--- src/rtl/lzd_share_arb.sv ---
// lzd_share_arb
//
// Shares one leading-zero-detect and normalize datapath between NREQ requesters.
// Requesters are chosen round-robin. Each accepted operand goes through two
// registered stages: the operand register s1, then the result register s2.
// Results leave on one valid/ready channel, tagged with the requester id.
//
// Ports:
//   clk        - clock; all state changes on the rising edge
//   reset      - asynchronous, active-high reset
//   req_valid  - per-requester operand valid
//   req_data   - operands; requester i drives bits [i*N +: N]
//   req_ready  - per-requester accept; at most one bit is high in any cycle
//   res_valid  - result valid
//   res_ready  - the consumer accepts the result
//   res_id     - index of the requester that produced the result
//   res_count  - leading-zero count of the operand (N-1 when the operand is zero)
//   res_zero   - the operand was all zeros
//   res_norm   - the operand shifted left by res_count
module lzd_share_arb #(
    parameter int unsigned  N    = 32,
    parameter int unsigned  NREQ = 4,
    localparam int unsigned S    = $clog2(N),
    localparam int unsigned I    = (NREQ > 2) ? $clog2(NREQ) : 1
) (
    input  logic                clk,
    input  logic                reset,
    input  logic [NREQ-1:0]     req_valid,
    input  logic [NREQ*N-1:0]   req_data,
    output logic [NREQ-1:0]     req_ready,
    output logic                res_valid,
    input  logic                res_ready,
    output logic [I-1:0]        res_id,
    output logic [S-1:0]        res_count,
    output logic                res_zero,
    output logic [N-1:0]        res_norm
);

    logic [I-1:0]    ptr_q;
    logic            s1_v_q;
    logic [N-1:0]    s1_data_q;
    logic [I-1:0]    s1_id_q;

    logic            adv1, adv2;
    logic [NREQ-1:0] grant;
    logic [I-1:0]    grant_id;
    logic            found;
    logic            transfer;
    int unsigned     idx;

    logic [S-1:0]    lz_count;
    logic            lz_found;
    logic            lz_zero;
    logic [N-1:0]    lz_norm;

    assign adv2 = ~res_valid | res_ready;
    assign adv1 = ~s1_v_q | adv2;

    // Scan ptr+1, ptr+2, ... modulo NREQ; the first valid requester wins.
    // Ids >= NREQ are never produced by the modulo, so they are skipped.
    always_comb begin
        grant    = '0;
        grant_id = '0;
        found    = 1'b0;
        idx      = 0;
        for (int unsigned k = 1; k <= NREQ; k++) begin
            idx = (32'(ptr_q) + k) % NREQ;
            if (!found && req_valid[I'(idx)]) begin
                found          = 1'b1;
                grant[I'(idx)] = 1'b1;
                grant_id       = I'(idx);
            end
        end
    end

    assign req_ready = reset ? '0 : (grant & {NREQ{adv1}});
    assign transfer  = found & adv1 & ~reset;

    // Leading-zero count, scanning from the MSB. An all-zero operand falls
    // through with the default count of N-1.
    always_comb begin
        lz_count = S'(N - 1);
        lz_found = 1'b0;
        for (int unsigned j = 0; j < N; j++) begin
            if (!lz_found && s1_data_q[S'(N - 1 - j)]) begin
                lz_found = 1'b1;
                lz_count = S'(j);
            end
        end
    end

    assign lz_zero = ~|s1_data_q;
    // A zero operand shifts to zero by itself, so it needs no special case.
    assign lz_norm = s1_data_q << lz_count;

    always_ff @(posedge clk or posedge reset) begin
        if (reset) begin
            ptr_q     <= I'(NREQ - 1);
            s1_v_q    <= 1'b0;
            s1_data_q <= '0;
            s1_id_q   <= '0;
            res_valid <= 1'b0;
            res_id    <= '0;
            res_count <= '0;
            res_zero  <= 1'b0;
            res_norm  <= '0;
        end else begin
            if (adv1) begin
                s1_v_q <= transfer;
                if (transfer) begin
                    s1_data_q <= req_data[32'(grant_id) * N +: N];
                    s1_id_q   <= grant_id;
                    ptr_q     <= grant_id;
                end
            end
            if (adv2) begin
                res_valid <= s1_v_q;
                if (s1_v_q) begin
                    res_id    <= s1_id_q;
                    res_count <= lz_count;
                    res_zero  <= lz_zero;
                    res_norm  <= lz_norm;
                end
            end
        end
    end

endmodule
--- config.mk ---
export PLATFORM = sky130hd
export DESIGN_NAME = lzd_share_arb
export DESIGN_NICKNAME = d
export VERILOG_FILES = /design/src/rtl/lzd_share_arb.sv
export SDC_FILE = /design/constraint.sdc
export NUM_CORES = 1
export LEC_CHECK = 0
export ABC_AREA = 0
export BUFFER_PORTS_ARGS = -buffer_cell sky130_fd_sc_hd__buf_4
export CORE_MARGIN = 2
export CORE_UTILIZATION = 50
export CTS_CLUSTER_SIZE = 20
export DETAILED_ROUTE_END_ITERATION = 7
export PLACE_DENSITY = 0.87
export SLEW_MARGIN = 20
export SYNTH_ARGS = -nofsm -noshare
export SYNTH_HDL_FRONTEND = slang
export SYNTH_SLANG_ARGS = --single-unit
export TNS_END_PERCENT = 50
--- constraint.sdc ---
create_clock -name clk -period 6.44 [get_ports clk]
set_clock_uncertainty 0.1 [all_clocks]
set_input_delay 0.322 -clock clk [delete_from_list [all_inputs] [get_ports clk]]
set_output_delay 0.322 -clock clk [all_outputs]
set_load 0.02 [all_outputs]
* Word-level counts from Yosys, hierarchy flattened
Cells that the tools add are included.
** Word-level totals
- Flip-flop bits (word level) :: 78
- Input bits :: 135
- Word-level logic and storage cells :: 202
- Output and inout port bits :: 45
** Cells by class
- Muxes and demuxes :: 92
- Add/subtract/negate cells :: 4
- Reduce and logical (&&, ||, !) cells :: 76
- Shifts and indexed selects :: 2
- Order comparisons :: 8
- Bitwise logic cells :: 11
** Operator list (count)
- 5-bit 2-to-1 mux :: 32
- 128-bit by 8-bit variable part select with 32-bit output :: 1
- 1-bit 2-to-1 mux :: 43
- 1-bit logical AND :: 38
- 1-bit logical NOT :: 35
- 32-bit OR reduction :: 1
- 32-bit by 5-bit left shift with 32-bit output :: 1
- 4-bit 2-to-1 mux :: 5
- 2-bit by 3-bit < comparator with 1-bit output (second input constant) :: 4
- 4-bit bitwise OR :: 3
- 1-bit binary-select mux with 2-bit select :: 4
- 1-bit demux with 2-bit select :: 4
- 2-bit by 1-bit >= comparator with 1-bit output (second input constant) :: 4
- 2-bit 2-to-1 mux :: 4
- 2-bit by 1-bit adder with 2-bit output (second input constant) :: 2
- 2-bit adder (second input constant) :: 2
- 4-bit bitwise AND :: 1
- 2-bit AND reduction :: 2
- 1-bit inverter :: 3
- 1-bit bitwise AND :: 2
- 1-bit bitwise OR :: 2

* Longest topological paths before layout
- Depth after elaboration :: 95
- Gate-level depth with buffers :: 14
- Depth with buffers taken out :: 11

* Worst setup path before layout
Ideal clock, no wire load.
- Kind :: register to register
- Start point :: reg ptr_q[0]
- End point :: reg s1_data_q[0]
- Path buffers :: 4
- Setup slack :: 2.969 ns
- Arrival time :: 3.235 ns
- Clock period less this slack :: 3.471 ns
- Data required time :: 6.204 ns
- Stages on the path, launching flop included :: 14
- Setup time :: 0.136 ns
- Cells stage by stage :: dfstp_2 buf_2 clkinv_1 ha_1 mux2i_1 buf_2 nor3_1 o22a_1 o21ai_1 buf_2 buf_2 mux2_2 o21ai_0 o21ai_0
** Between the ends
- Cells in the longest elaborated chain, start to end :: 16
- Elaborated cells on any way between the ends :: 30
- Those cells by class :: add/sub: 4; shift: 1; mux: 16; bitwise: 2; reduce/logical: 7
** Ends and longest elaborated chain
- start: declaration :: line 39 : logic [I-1:0] ptr_q;
- start signal: assignment :: line 98 : ptr_q <= I'(NREQ - 1);
- start signal: assignment :: line 113 : ptr_q <= grant_id;
- parallel branches: the longest is 16 deep, another holds 2-bit by 1-bit adder with 2-bit output
- end signal: assignment :: line 111 : s1_data_q <= req_data[32'(grant_id) * N +: N];
- end: declaration :: line 41 : logic [N-1:0] s1_data_q;
Several ways; the timed one is not identified. The select of a mux whose other input is x is not followed.
A chain may end at the register's enable or synchronous reset.

* Worst setup path in the final report
- Start point :: reg ptr_q[0]
- End point :: reg s1_data_q[24]
Same word-level chain as after synthesis.

==> impl_metrics.yaml <==
clocking:
  clk_latency_ns: 0.35
  cts-resized-gates: 0
  cts_inserted_buffers: 9
  deepest_clock_path_buffer_count: 2
  numClockSinks: 78
  htreeDepth: 3
  worst_setup_hold_path_clk_slew_ns: 0.06
  cts.root.buffer_cell: "clkbuf_16"
  cts_tree: "built"
synthesis:
  post_synth_top_flop: "dfrtp_1"
  ys_seq_elements: 78
  yosysUniqueCellTypes: 88
  syn-mean-instance-area_um2: 8.64
  synth-edff-count: 0
  syn_area_um2: 6600
  netlist_top_cells_area: "dfrtp_1, mux2i_1, o21ai_0"
  syn_inst: 764
  yosys_warnings: 0
  netlist.area_leader.share_pct: 28.8
  ys_seq_area_share_pct: 29.6
  post-synth-top-area-cell: "dfrtp_1"
  async_reset_ff_share_pct: 100
  mappedNetlistNets: 907
power_and_ir_drop:
  power.switching_fraction_pct: 49.6
  internal_power_mw: 2.43
  leakagePower_nw: 3.83
  clock_power_share_pct: 12.4
  vdd.ir_drop.worst_v: 0.000324
  power_switching_mw: 2.39
  seqPwrFrac_pct: 22.4
  power.density_cell_area_nw_per_um2: 583
  comb_power_share_pct: 65.2
  post-layout-total-power_mw: 4.82
critical_path:
  path_cells: "clkinv_1 > ha_1 > mux2i_1 > nor3_1 > o22a_1 > o21ai_4 > buf_4 > mux2_2 > o21ai_0 > o21ai_0"
  critical_path.endpoint_type: "flip-flop"
  critical_path_required_ns: 6.55
  worstPathArrival_ns: 4.89
  timing.reg2reg.setup_slack_ns: 1.66
  maximum_fanout_encountered_on_the_critical_timing_path: 33
  worst_setup_path_startpoint: "ptr_q[0]$_DFFE_PP1P_"
  crit_top_cell: "o21ai_0"
  worst-setup-path-type: "flip-flop to flip-flop"
  cp_depth: 10
  worst_path_largest_cell_delay_ns: 0.82
  critPathTopFamily: "compound AO/OA/AOI/OAI gates"
  r2r_cells: 10
  worst-path-buf-inv: 2
  r2r_start: "ptr_q[0]$_DFFE_PP1P_"
  critPathSlowestCell: "o21ai_4"
  crit_path_start_kind: "flip-flop"
  critical_path.reg2reg.endpoint: "s1_data_q[24]$_DFFE_PP0P_"
  setup.worst_path.end: "s1_data_q[24]$_DFFE_PP0P_"
layout:
  stdcell_area_um2: 8260
  area_growth_pct: 25.2
  filler_cell_count: 1075
  fraction_of_layout_cells_with_a_size_suffix_above_1_pct: 31.0
  antenna_cells_inserted: 0
  ff_latch_area_um2: 1950
  final_net_count: 1037
  area_of_the_multi_input_gates_um2: 4280
floorplan:
  number_of_top_level_design_ports: 180
  floorplan_row_count: 41
  dieArea_um2: 14100
  coreArea_um2: 12800
  floorplan.die.width_um: 119
  die_h_um: 119
  initial_core_util_pct: 51.7
placed_design:
  postPlaceCellArea_um2: 7910
  routabilityCongestion: 0.963
  dpl.hpwl_um: 14400
  port-buffer-count: 179
  place_worst_setup_slack_ns: 1.67
drt:
  drt_first_iter_violations: 655
  wirelength_um: 19500
  remaining_drc_errors: 0
  final_antenna_net_count: 0
  dr_total_vias: 6566
  drt-vias-per-instance: 6.13
  avgRoutedWirePerCell_um: 18.3
  first_pass_iters: 5
sta:
  timing.final.crit_share_pct: 74.2
  max_freq_mhz: 209
  slew_headroom_pct: 28.1
  final.setup.worst_slack_ns: 1.66
  finalWorstPathRequiredPeriod_ns: 4.78
  setup_viol: 0
  grt_setup_unrepaired: "false"
  worstMarginPinSlew_ns: 1.07
  maxSlewViolCount: 0
  final.setup.tns_ns: 0
  holdWs_ns: 0.179
  finalHoldViolCount: 0
hold_path:
  min-delay-path-class: "primary input to flip-flop"
  worstHoldPathCells: 3
grt:
  grt.total_usage_pct: 27.8
  grt_pass1_wl_um: 31800
  number_of_global_route_vias_before_repair: 6168
  global_route.overflow_total: 0
  grt_antenna_before_repair: 0
  pin_count_of_the_biggest_net_entering_global_routing: 78
outcome:
  run_status: "completed"
run:
  max_cap_violations: 0
worst register-to-register path, cell delays in order (launching register included):
cell,delay [ns]
dfstp_2,0.69
clkinv_1,0.34
ha_1,0.49
mux2i_1,0.78
nor3_1,0.10
o22a_1,0.26
o21ai_4,0.82
buf_4,0.43
mux2_2,0.37
o21ai_0,0.16
o21ai_0,0.10
Yosys cell counts, types with 5 or more instances:
master,number
a22o_1,9
mux2i_1,84
nand2_1,124
o221ai_1,7
buf_2,17
a211oi_1,5
nor3_1,16
a221oi_1,8
nor4_1,8
buf_1,6
o211ai_1,5
a21oi_1,27
o22ai_1,11
clkbuf_1,35
nor2b_1,7
nand3_1,14
a31oi_1,6
a22oi_1,10
dfrtp_1,76
inv_1,7
mux4_2,5
buf_4,7
o21ai_0,94
nor2_1,41
mux2_2,36
ha_1,8
what timing repair did:
item                                   4_1_cts  5_1_grt
setup endpoints to repair                    0        0
buffers inserted                             0        0
endpoints found under the hold margin        1        0
hold buffers                                 1        0
layer usage:
metal	up-vias	track usage (%)	routed length [um]
met5	-	0	0
met4	0	11.3	583
met3	46	4.89	1590
met2	342	44.1	9150
met1	3085	37.5	8230
li1	3093	-	-
worst min path at each step:
stage                            from                  endpoint  slack (ns)
3_3_place_gp                    reset  res_count[2]$_DFFE_PP0P_        0.09
5_1_grt                     res_ready        s1_v_q$_DFFE_PP0N_        0.20
2_1_floorplan  s1_id_q[0]$_DFFE_PP0P_     res_id[0]$_DFFE_PP0P_        0.34
6_report                    res_ready     res_valid$_DFFE_PP0P_        0.18
3_5_place_dp                    reset  res_count[2]$_DFFE_PP0P_        0.09
4_1_cts                     res_ready     res_valid$_DFFE_PP0P_        0.17
per-stage QoR:
stage	utilization [%]	instances
floorplan	-	764
global route	64.7	1071
global placement	61.9	1054
CTS	64.7	1071
finish	64.7	1071
detailed placement	61.9	1054
registers in the layout (all words and copies together), names as in the netlist, 2 cells and up:
| signal | flops |
|---|---|
| ptr_q | 2 |
| res_count | 5 |
| res_id | 2 |
| res_norm | 32 |
| s1_data_q | 32 |
| s1_id_q | 2 |
cell type report:
type | count | area share (%)
tap | 172 | 2.60
clock inverter | 7 | 1.47
inverter | 8 | 0.379
timing repair buffer | 191 | 17.4
clock buffer | 9 | 2.73
multi-input combinational | 606 | 51.8
sequential | 78 | 23.6
power groups by stage:
stage	clock network, mW	logic [mW]	registers [mW]
after floorplan	0	2.44	0.988
after global placement	0	3.02	1.06
after detailed placement	0	3.09	1.08
after CTS	0.602	3.10	1.07
after global routing	0.621	3.41	1.11
final	0.596	3.15	1.08
cell families (layout without fill, tap and decap cells):
kind of cell,after synthesis,in the layout,share of synthesized area [%]
compound gates,230,230,23.4
fa+ha+maj,8,8,1.52
buf+inv,80,215,6.06
flops,78,78,29.6
mux,129,129,21.9
simple gates,239,239,17.5
cells in the final DEF (no fill, tap or decap), drive strengths merged, types with 4 or more instances in the layout:
master and instances:
o211ai 6, nor4 12, a221oi 8, nand2 125, nand2b 4, a22o 9
nand3 14, clkbuf 9, mux4 7, o21ai 98, nor2b 7, a221o 4
ha 8, mux2 36, clkinv 5, a22oi 10, buf 190, o221ai 8
nor3 16, inv 7, a21oi 28, mux2i 86, a31oi 7, nor2 45
o22ai 13, a211oi 5, dfrtp 76
Power figures use the tool's default switching activity.
